**src/rtl/bin2bcd_pkg.sv**
```systemverilog
// Shared constants for the sequential binary-to-BCD converter.
package bin2bcd_pkg;

  typedef enum logic [1:0] {
    ST_IDLE  = 2'd0,
    ST_SHIFT = 2'd1,
    ST_DONE  = 2'd2
  } state_t;

  localparam int         DIGIT_W     = 4;
  localparam logic [3:0] ADD3_THRESH = 4'd5;

endpackage

```
**src/rtl/bin2bcd_seq_add3.sv**
```systemverilog
// One BCD digit adjust for double-dabble: digits of 5 or more get +3 before the shift.
module bcd_add3
  import bin2bcd_pkg::*;
(
  input  logic [DIGIT_W-1:0] din,
  output logic [DIGIT_W-1:0] dout
);

  // 4-bit wrap is fine: a legal digit is at most 9, so 9+3=12 still fits.
  assign dout = (din >= ADD3_THRESH) ? din + 4'd3 : din;

endmodule

```
**src/rtl/bin2bcd_seq.sv**
```systemverilog
// Sequential binary-to-BCD converter, one bit per clock, with start/busy/done
// handshake and leading-zero blank flags for the display driver.
//
// state    | meaning
// ---------+-----------------------------------------------------------
// ST_IDLE  | waiting for start
// ST_SHIFT | shift-and-add-3 in progress, one input bit per edge
// ST_DONE  | result just published; start here chains the next conversion
module bin2bcd_seq
  import bin2bcd_pkg::*;
#(
  parameter int WIDTH  = 8,
  parameter int DIGITS = 3
) (
  input  logic                    clk,
  input  logic                    rst,
  input  logic                    start,
  input  logic [WIDTH-1:0]        bin_in,
  output logic                    busy,
  output logic                    done,
  output logic [4*DIGITS-1:0]     bcd_out,
  output logic [DIGITS-1:0]       blank
);

  localparam int                BCD_W     = DIGIT_W * DIGITS;
  localparam int                CNT_W     = $clog2(WIDTH + 1);
  localparam logic [CNT_W-1:0]  LAST_CNT  = CNT_W'(WIDTH - 1);
  localparam logic [DIGITS-1:0] BLANK_RST = {{(DIGITS-1){1'b1}}, 1'b0};

  state_t           state;
  logic [WIDTH-1:0] shift_q;
  logic [BCD_W-1:0] scratch;
  logic [CNT_W-1:0] cnt;

  logic [BCD_W-1:0]  adj;
  logic [BCD_W-1:0]  scratch_nxt;
  logic [WIDTH-1:0]  shift_nxt;
  logic [DIGITS-1:0] blank_nxt;
  logic              all_zero;

  for (genvar k = 0; k < DIGITS; k++) begin : g_add3
    bcd_add3 u_add3 (
      .din  (scratch[k*DIGIT_W +: DIGIT_W]),
      .dout (adj[k*DIGIT_W +: DIGIT_W])
    );
  end

  assign scratch_nxt = {adj[BCD_W-2:0], shift_q[WIDTH-1]};
  assign shift_nxt   = {shift_q[WIDTH-2:0], 1'b0};

  // Walk from the top digit down; a digit blanks only while everything above it is zero.
  always_comb begin
    blank_nxt = '0;
    all_zero  = 1'b1;
    for (int k = DIGITS - 1; k >= 1; k--) begin
      all_zero     = all_zero && (scratch_nxt[k*DIGIT_W +: DIGIT_W] == '0);
      blank_nxt[k] = all_zero;
    end
  end

  always_ff @(posedge clk) begin
    if (rst) begin
      state   <= ST_IDLE;
      busy    <= 1'b0;
      done    <= 1'b0;
      bcd_out <= '0;
      blank   <= BLANK_RST;
      shift_q <= '0;
      scratch <= '0;
      cnt     <= '0;
    end else begin
      done <= 1'b0;
      case (state)
        ST_IDLE, ST_DONE: begin
          if (start) begin
            shift_q <= bin_in;
            scratch <= '0;
            cnt     <= '0;
            busy    <= 1'b1;
            state   <= ST_SHIFT;
          end else begin
            state <= ST_IDLE;
          end
        end
        ST_SHIFT: begin
          scratch <= scratch_nxt;
          shift_q <= shift_nxt;
          cnt     <= cnt + CNT_W'(1);
          if (cnt == LAST_CNT) begin
            bcd_out <= scratch_nxt;
            blank   <= blank_nxt;
            busy    <= 1'b0;
            done    <= 1'b1;
            state   <= ST_DONE;
          end
        end
        default: begin
          busy  <= 1'b0;
          state <= ST_IDLE;
        end
      endcase
    end
  end

endmodule

```
**config.mk**
```make
export PLATFORM = sky130hd
export DESIGN_NAME = bin2bcd_seq
export DESIGN_NICKNAME = d
export VERILOG_FILES = /design/src/rtl/bin2bcd_pkg.sv /design/src/rtl/bin2bcd_seq_add3.sv /design/src/rtl/bin2bcd_seq.sv
export SDC_FILE = /design/constraint.sdc
export NUM_CORES = 1
export LEC_CHECK = 0
export BUFFER_PORTS_ARGS = -buffer_cell sky130_fd_sc_hd__buf_4
export CORE_MARGIN = 8
export CORE_UTILIZATION = 32
export DETAILED_ROUTE_END_ITERATION = 8
export HOLD_SLACK_MARGIN = 0.1
export PLACE_DENSITY_LB_ADDON = 0.05
export REMOVE_ABC_BUFFERS = 1
export SKIP_LAST_GASP = 1
export SLEW_MARGIN = 20
export SYNTH_ARGS = -nofsm -noshare
export SYNTH_HDL_FRONTEND = slang
export SYNTH_HIERARCHICAL = 1
export SYNTH_SLANG_ARGS = --single-unit
```
**constraint.sdc**
```tcl
create_clock -name clk -period 1.81 [get_ports clk]
set_input_delay 0.362 -clock clk [delete_from_list [all_inputs] [get_ports clk]]
set_output_delay 0.362 -clock clk [all_outputs]
set_load 0.01 [all_outputs]
```
* Word-level counts from Yosys, hierarchy flattened *
Index checks and enable logic that the tools add are counted.

storage, ports and cells
  flip-flop bits (word level) = 42
  output and inout port bits = 17
  word-level logic and storage cells = 47

cells by class
  $add $sub $neg = 4
  magnitude comparators = 3
  equal/unequal tests = 5
  muxes and demuxes = 16
  bitwise gates (word level) = 1
  reductions and logical operators = 10

operators with widths
  kind                   number
  $pmux W12 S2           1
  $pmux W8 S2            1
  $ge A4 B3 Y1 const B   3
  $mux W12               1
  $mux W4                3
  $add A4 B2 Y4 const B  2
  $logic_not A4 Y1       2
  $mux W8                1
  $pmux W4 S2            1
  $reduce_and A2 Y1      3
  $add A4 B1 Y4 const B  1
  $eq A4 B3 Y1 const B   1
  $mux W1                4
  $ne A2 B2 Y1 const B   2
  $pmux W2 S2            1
  $reduce_or A2 Y1       2
  $add A3 B2 Y3 const B  1
  $mux W3                1
  $eq A2 B1 Y1 const B   1
  $eq A2 B2 Y1 const B   1
  $logic_not A2 Y1       1
  $mux W2                1
  $pmux W1 S2            1
  $reduce_bool A2 Y1     1
  2 further kinds        2

* Logic depth before layout (Yosys ltp) *
Gate-level depths: netlist of the first run.

  depth after elaboration = 4
  mapped depth = 8

* Modules after synthesis *
Netlist of the first run, hierarchy kept.

modules (own cells, without submodules)
  module       instances  cells an instance  area each (um2)  sequential area each (um2)
  bin2bcd_seq  1          166                1,595.3          840.8
  bcd_add3     3          16                 101.3            0.0

* Worst setup path after synthesis of the first run *
No wires, ideal clock.

  path kind = register to register
  start = register scratch[9]
  end = register blank[1]
  library setup time = 0.070 ns
  arrival = 1.454 ns
  required time = 1.740 ns
  slack = 0.287 ns
  cell stages (with the launch flop) = 9
  cells stage by stage = dfxtp_1 -> inv_1 -> ha_1 -> nand2b_1 -> a21oi_2 -> xnor2_1 -> nor4_1 -> nand2_1 -> a21oi_1

on the way
  word-level cells in the longest chain between the ends = 4

ends and longest elaborated chain
  element                   RTL line                source
  start: declaration        bin2bcd_seq.sv:32       logic [BCD_W-1:0] scratch;
  start signal: assignment  bin2bcd_seq.sv:86       scratch <= scratch_nxt;
  $ge A4 B3 Y1              bin2bcd_seq_add3.sv:10  assign dout = (din >= ADD3_THRESH) ? din + 4'd3 : din;
  $mux W3                   bin2bcd_seq_add3.sv:10
  via adj[8]                bin2bcd_seq.sv:35       logic [BCD_W-1:0] adj;
  $logic_not A4 Y1          bin2bcd_seq.sv:56       all_zero = all_zero && (scratch_nxt[k*DIGIT_W +: DIGIT_W] == '0);
  $logic_and A1 B1 Y1       bin2bcd_seq.sv:56
  end signal: assignment    bin2bcd_seq.sv:91       blank <= blank_nxt;
  end: declaration          bin2bcd_seq.sv:22       output logic [DIGITS-1:0] blank

The timed path passes the listed nets, and every way through them passes these cells.
A chain may end at the register's enable or synchronous reset.

* Worst setup path in the final report of the first run *
  start = register scratch[5]
  end = register blank[1]

on the way
  word-level cells in the longest chain between the ends = 4

ends and longest elaborated chain
  element                                        RTL line
  $add A4 B2 Y4 or $ge A4 B3 Y1 (tied branches)  bin2bcd_seq_add3.sv:10
  $mux W4 *                                      bin2bcd_seq_add3.sv:10
  via adj[5]                                     bin2bcd_seq.sv:35
  $logic_not A4 Y1 *                             bin2bcd_seq.sv:56
  $logic_and A1 B1 Y1 *                          bin2bcd_seq.sv:56

Mark *: on every way through the listed nets, which the timed path passes. The rest lies on a longest branch.

==> results.cfg, run 1 <==
[cts]
numCtsBuffers = 5
clk_pin_slew_ns = 0.08
htreeDepth = 2
cts.sinks = 42
clk_path_buf_depth = 2
root_buffer = clkbuf_8
cts_tree = yes
clk_latency_ns = 0.29
cts_setup_buffers = 0

[global_route]
gr-total-overflow = 0
grt.total_usage_pct = 11.1
grtUsageMet1_pct = 11.1
gr-usage-met2_pct = 20.0
grt_pass1_vias = 1625
grt_start_max_net_pins = 25
grtUsageMet3_pct = 3.72
grt_pass1_wl_um = 7510
top_usage_layer = met2
antenna_found_initial = 0

[setup_path]
cp-startpoint = scratch[5]
crit_path_top_delay_cell = dfxtp_2
path_buf_inv = 1
reg2reg_from = scratch[5]
cp_slowest_stage_delay_ns = 0.34
crit_cells = 8
rr_endpoint = blank[1]
reg2regPathDepth = 8
crit_chain = inv_1 -> ha_1 -> nand2b_1 -> a21oi_2 -> mux2i_2 -> nor4_2 -> nand2_1 -> a21oi_1
rrSetupSlack_ns = 0.16
critical_path_class = reg -> reg
cp.required_ns = 2.04
crit_family = simple AND/OR/NAND/NOR gates
path_max_fanout = 3
crit_path_start_kind = flop
worstPathArrival_ns = 1.88
cp-end-kind = flop

[floorplan]
fp.coreArea_um2 = 5780
initial_core_util_pct = 32.5
pin_count = 28
die_area_um2 = 8580
die_x_um = 92.6
die_h_um = 92.6
rows = 28

[place]
routabilityCongestion = 0.746
dp_hpwl_um = 3210
port_buffers = 26
placed_cell_area_um2 = 2130

[synth]
yosys_warnings = 6
synth_area_um2 = 1880
syn_avg_cell_area_um2 = 8.95
synth_cells = 210

[route]
via_per_inst = 5.05
wl_per_cell_um = 14.5
totalWireLength_um = 4530
vias = 1576
drt_first_pass_iters = 6
drc_errors = 0
ant_nets = 0
drt-initial-drc-count = 61

[timing]
finalClockSkew_ns = 0.00285
hold_viol_final = 0
setup_violations = 0
period_share_pct = 91.4
fmax_mhz = 604
finalMaxSlewViolations = 0
grt_setup_unrepaired = no
fin_crit_ns = 1.65
fin_setup_tns_ns = 0

[hold_path]
min_from = bin_in[0]
holdPathEnd = shift_q[0]
min-delay-path-class = in -> reg
holdPathStages = 3

[cells_and_area]
final.fill_count = 590
nNetsFinal = 254
synthToLayoutAreaGrowth_pct = 20.3
drive_gt1_share_pct = 22.8
multiInputGateArea_um2 = 937
antenna_cells = 0
fin_area_um2 = 2260
seq_area_um2 = 842

[power_and_ir_drop]
power_density_nw_per_um2 = 801
cellLeakagePower_nw = 0.898
peakVddDrop_mv = 0.327

[run]
max_cap_viol_count = 0

[run_status]
status = finished, final reports clean
-- metal layers --
layer / part of all wire [%] / wire length [um] / vias up
met1: 43 / 1960 / 745
met4: 2.1 / 93 / 0
met3: 4.9 / 220 / 8
met2: 50 / 2260 / 38
met5: 0 / 0 / -
li1: - / - / 785
-- how the worst max path moves through the flow --
stage            endpoint  slack (ns)
2_1_floorplan  bcd_out[0]        0.28
3_3_place_gp     blank[1]        0.16
3_5_place_dp     blank[1]        0.07
4_1_cts          blank[1]        0.06
5_1_grt          blank[1]       0.003
6_report         blank[1]        0.16
-- report_power, final --
| part | leakage (nW) | internal [mW] | switching (mW) | total (mW) |
|---|---|---|---|---|
| logic | 0.499 | 0.0573 | 0.0922 | 0.149 |
| registers | 0.341 | 0.942 | 0.0127 | 0.955 |
| clock network | 0.0575 | 0.385 | 0.321 | 0.707 |
-- repair_timing --
item,in CTS,in global routing
hold buffers,0,0
setup endpoints to repair,0,2
gates resized for setup,0,4
-- per-stage QoR --
| stage | power, mW | instances | utilization (%) | hold slack (ns) | setup WS, ns |
|---|---|---|---|---|---|
| final | 1.81 | 312 | 39.1 | 0.318 | 0.155 |
| after global routing | 1.90 | 312 | 39.1 | 0.311 | 0.00317 |
| after CTS | 1.84 | 312 | 38.8 | 0.319 | 0.0567 |
| after detailed placement | 1.13 | 304 | 36.9 | 0.461 | 0.0717 |
| after global placement | 1.13 | 304 | 36.9 | 0.455 | 0.161 |
| after floorplan | 1.05 | 195 | - | 0.427 | 0.284 |
-- cell type report --
cell class,instances,area share [%]
multi-input combinational,147,41.4
sequential,42,37.2
timing repair buffer,34,11.3
clock buffer,8,4.87
tap,75,4.15
inverter,6,0.996
-- tightest hold or removal path, cell delays in order --
cell and delay [ns]:
buf_4 0.11, nand2_1 0.05, a21oi_1 0.05
-- state kept, by name (all words and copies together) (netlist names) --
register / cells
scratch: 12
busy: 1
blank: 2
shift_q: 8
state: 2
bcd_out: 12
cnt: 4
done: 1
-- layout by cell type, fill, tap and decap left out, types with 3 or more instances in the layout --
master	n
a22oi_1	7
nand2b_1	8
xnor2_1	3
nand2_1	26
dfxtp_1	41
buf_4	34
a21oi_1	25
o21ai_0	3
ha_1	7
nor2_1	6
a21oi_2	4
clkbuf_8	8
nand3_1	23
a22o_1	12
inv_1	6
Note: power is estimated with default switching activity, not from simulation.
==> inputs of run 2 (changes only) <==
MAX_ROUTING_LAYER = met4   (was unset)
==> run 2 against run 1 <==
  * Cell area is the same
  * Register-to-register slack is essentially flat
  * Clock skew is essentially flat
  * Die area is the same
  * Routed wire length grew 0.57%
  * Sequential share of layout area is the same
  * Largest power group unchanged
  * Flip-flop and latch count is the same
==> results.cfg, run 2 (synthesized netlist as in run 1, its figures left out) <==
[setup_path]
crit_path_end = blank[1]
worstPathArrival_ns = 1.85
critical_path_class = reg -> reg
reg2reg_from = scratch[5]
cp-startpoint = scratch[5]
cp-end-kind = flop
rrSetupSlack_ns = 0.15
crit_path_start_kind = flop
reg2regPathDepth = 8
path_max_fanout = 3
rr_endpoint = blank[1]
cp.required_ns = 1.99

[cells_and_area]
final_core_util_pct = 39.1
final_cells = 312
antenna_cells = 0
final.fill_count = 590
mostFrequentLayoutCell = dfxtp_1
drive_gt1_share_pct = 22.8
synthToLayoutAreaGrowth_pct = 20.3
nNetsFinal = 254
reg.largest.list = bcd_out x12, scratch x12, shift_q x8
final_cell_mix = dfxtp_1, buf_4, nand2_1

[global_route]
antenna_found_initial = 0
grt_pass1_wl_um = 7510
grt_start_max_net_pins = 25
grt_pass1_vias = 1625
gr-total-overflow = 0
grt.total_usage_pct = 11.4

[floorplan]
initial_core_util_pct = 32.5
die_x_um = 92.6
die_area_um2 = 8580
pin_count = 28
fp.coreArea_um2 = 5780
die_h_um = 92.6
rows = 28

[cts]
cts_resized = 0
clk_pin_slew_ns = 0.08
root_buffer = clkbuf_8
cts_hold_buf = 0
clk_path_buf_depth = 2
numCtsBuffers = 5
cts_tree = yes
clk_latency_ns = 0.29
htreeDepth = 2
cts_setup_buffers = 0
cts.sinks = 42

[place]
routabilityCongestion = 0.756
port_buffers = 26
dp_hpwl_um = 3210
pre_cts_ws_ns = 0.0717
dp.cells = 304

[run_status]
status = finished, final reports clean

[timing]
finalMaxSlewViolations = 0
fin_setup_tns_ns = 0
setup_violations = 0
finalClockSkew_ns = 0.00258
grt_setup_unrepaired = no
hold_viol_final = 0
worst_hold_slack_ns = 0.319
fin_ws_ns = 0.148
fin_crit_ns = 1.66
fmax_mhz = 602
period_share_pct = 91.8

[route]
drt-initial-drc-count = 58
vias = 1567
via_per_inst = 5.02
wl_per_cell_um = 14.6
totalWireLength_um = 4550
drt_first_pass_iters = 4
ant_nets = 0
drc_errors = 0

[hold_path]
holdPathStages = 3
min-delay-path-class = in -> reg

[power_and_ir_drop]
cellLeakagePower_nw = 0.898
peakVddDrop_mv = 0.327
power_density_nw_per_um2 = 801

[run]
max_cap_viol_count = 0
-- run 2: layout make-up --
class	instances	area (um^2)	share of cell area [%]
flip-flops and latches	42	842	37.2
multi-input cells	147	937	41.4
well taps	75	93.8	4.15
clock buffers	8	110	4.87
inverters	6	22.5	0.996
repair buffers	34	255	11.3
-- run 2: metrics by stage --
stage                     power [mW]  instance area (um^2)
final                           1.81                  2260
after global routing            1.90                  2260
after CTS                       1.84                  2240
after detailed placement        1.13                  2130
after global placement          1.13                  2130
after floorplan                 1.05                  1780
-- run 2: worst min path at each step --
| stage | start | endpoint | slack (ns) |
|---|---|---|---|
| 6_report | bin_in[0] | shift_q[0] | 0.32 |
| 5_1_grt | bin_in[0] | shift_q[0] | 0.31 |
| 4_1_cts | bin_in[0] | shift_q[0] | 0.32 |
| 3_5_place_dp | shift_q[4] | shift_q[4] | 0.46 |
| 3_3_place_gp | shift_q[4] | shift_q[4] | 0.45 |
| 2_1_floorplan | rst | cnt[2] | 0.43 |
-- run 2: layer usage --
layer / vias up / track usage, % / routed length, um
met5: - / - / 0
met4: 0 / 5.37 / 97
met3: 8 / 3.32 / 187
met2: 36 / 20.0 / 2270
met1: 737 / 11.4 / 2000
li1: 786 / - / -
-- run 2: worst max-delay path: stages (launching register included) --
cell and delay [ns]:
dfxtp_2 0.34, inv_1 0.07, ha_1 0.19, nand2b_1 0.18, a21oi_2 0.22, mux2i_2 0.33
nor4_2 0.09, nand2_1 0.08, a21oi_1 0.05
-- run 2: power by group --
group	total [mW]	leakage [nW]	internal [mW]	switching, mW
clock network	0.706	0.0575	0.385	0.321
registers	0.955	0.341	0.942	0.0127
logic	0.150	0.499	0.0573	0.0923
total	1.81	0.898	1.39	0.426
==> inputs of run 3 (changes only) <==
ABC_AREA = 1   (was unset)
==> run 3 against run 2 <==
  * Sequential power hardly changed
  * Highest routed layer unchanged
  * Synthesized cell count rose by 37%
  * Die area up 9.9%
  * Synthesized area is 12% higher
  * Largest power group unchanged
  * Count of clock-buffer cells in the layout decreased by 1
  * Maximum frequency rose by 6.5%
==> results.cfg, run 3 <==
[route]
drc_errors = 0
totalWireLength_um = 5000
wl_per_cell_um = 12.8
via_per_inst = 4.77
vias = 1860
ant_nets = 0
drt-initial-drc-count = 68
drt_first_pass_iters = 4

[timing]
hold_viol_final = 0
grt_setup_unrepaired = no
fin_ws_ns = 0.249
fin_crit_ns = 1.56
setup_violations = 0
finalMaxSlewViolations = 0
fin_setup_tns_ns = 0
worst_hold_slack_ns = 0.325
fmax_mhz = 641
period_share_pct = 86.2
finalClockSkew_ns = 0.00650

[setup_path]
critical_path_class = reg -> reg
cp-end-kind = flop
reg2regPathDepth = 11
worstPathArrival_ns = 1.80
crit_path_start_kind = flop
cp.required_ns = 2.05
path_max_fanout = 5

[cts]
cts_resized = 0
cts_hold_buf = 0
cts_setup_buffers = 0
cts.sinks = 42
clk_path_buf_depth = 2
htreeDepth = 2
root_buffer = clkbuf_8
clk_pin_slew_ns = 0.08
clk_latency_ns = 0.29
numCtsBuffers = 5
cts_tree = yes

[global_route]
grt.total_usage_pct = 11.5
grt_pass1_vias = 1897
antenna_found_initial = 0
grt_start_max_net_pins = 26
grt_pass1_wl_um = 8960
gr-total-overflow = 0

[floorplan]
die_area_um2 = 9430
rows = 29
pin_count = 28
die_h_um = 97.1
initial_core_util_pct = 33.2
die_x_um = 97.1
fp.coreArea_um2 = 6350

[place]
pre_cts_ws_ns = 0.252
routabilityCongestion = 0.805
dp_hpwl_um = 3490
port_buffers = 26

[power_and_ir_drop]
cellLeakagePower_nw = 1.05
peakVddDrop_mv = 0.329
power_density_nw_per_um2 = 756
power_mw = 1.86

[synth]
synth_area_um2 = 2110
yosys_warnings = 6
syn_avg_cell_area_um2 = 7.31
synth_cells = 288

[cells_and_area]
final_cell_mix = nand2_1, nand3_1, dfxtp_1
drive_gt1_share_pct = 19.8
synthToLayoutAreaGrowth_pct = 16.6
antenna_cells = 0
reg.largest.list = bcd_out x12, scratch x12, shift_q x8
mostFrequentLayoutCell = nand2_1
nNetsFinal = 330
final.fill_count = 682

[run]
max_cap_viol_count = 0

[hold_path]
holdPathStages = 3
min-delay-path-class = in -> reg

[run_status]
status = finished, final reports clean
## run 3: cell count changes in the layout (fill, tap and decap cells not counted), moves of 5 or more
cell,before,now
nand2b_1,8,0
a22oi_1,7,0
a22o_1,12,0
nor2_4,0,6
o21ai_0,3,8
inv_1,6,18
nor2_1,6,20
nand3_1,23,54
nand2_1,26,72
## run 3: layout make-up
type                            instances  area (um^2)  share of cell area [%]
Multi-Input combinational cell        208         1080                    44.1
Sequential cell                        42          841                    34.3
Timing Repair Buffer                   31          233                    9.48
Tap cell                               77         96.3                    3.92
Inverter                               24         95.1                    3.87
Clock buffer                            7         76.3                    3.11
Clock inverter                          1         30.0                    1.22
## run 3: where the power goes
part	total, mW	switching [mW]	internal (mW)	leakage [nW]
registers	0.957	0.0142	0.943	0.340
logic	0.158	0.102	0.0560	0.661
clock network	0.741	0.327	0.413	0.0524
total	1.86	0.444	1.41	1.05
## run 3: metrics by stage
stage                     area (um^2)  util [%]  cells
final                            2450      38.7    390
after global routing             2450      38.7    390
after CTS                        2450      38.7    390
after detailed placement         2350      37.0    382
after global placement           2350      37.0    382
after floorplan                  2020         -    274
## run 3: per-layer routing
layer / track usage, % / share of wire, % / routed length, um / vias up
li1: - / - / - / 980
met1: 13.9 / 49 / 2460 / 848
met2: 18.5 / 46 / 2320 / 26
met3: 2.56 / 3.0 / 152 / 6
met4: 3.79 / 1.3 / 64 / 0
met5: - / 0 / 0 / -
## run 3: final timing paths
kind / endpoint / slack [ns] / from
hold / removal: shift_q[0] / 0.33 / bin_in[0]
setup reg to reg: blank[1] / 0.25 / scratch[4]
setup / recovery: blank[1] / 0.25 / scratch[4]
hold reg to reg: bcd_out[8] / 0.48 / bcd_out[8]
## run 3: critical path, cell delays in order, from the launching register on
cell,delay [ns]
dfxtp_1,0.40
inv_1,0.09
ha_1,0.25
nor2_4,0.16
nor2_4,0.07
nand2_1,0.07
o21ai_2,0.07
nor2_1,0.14
nand2_1,0.07
nor2_1,0.09
nand2_1,0.05
nand3_1,0.05
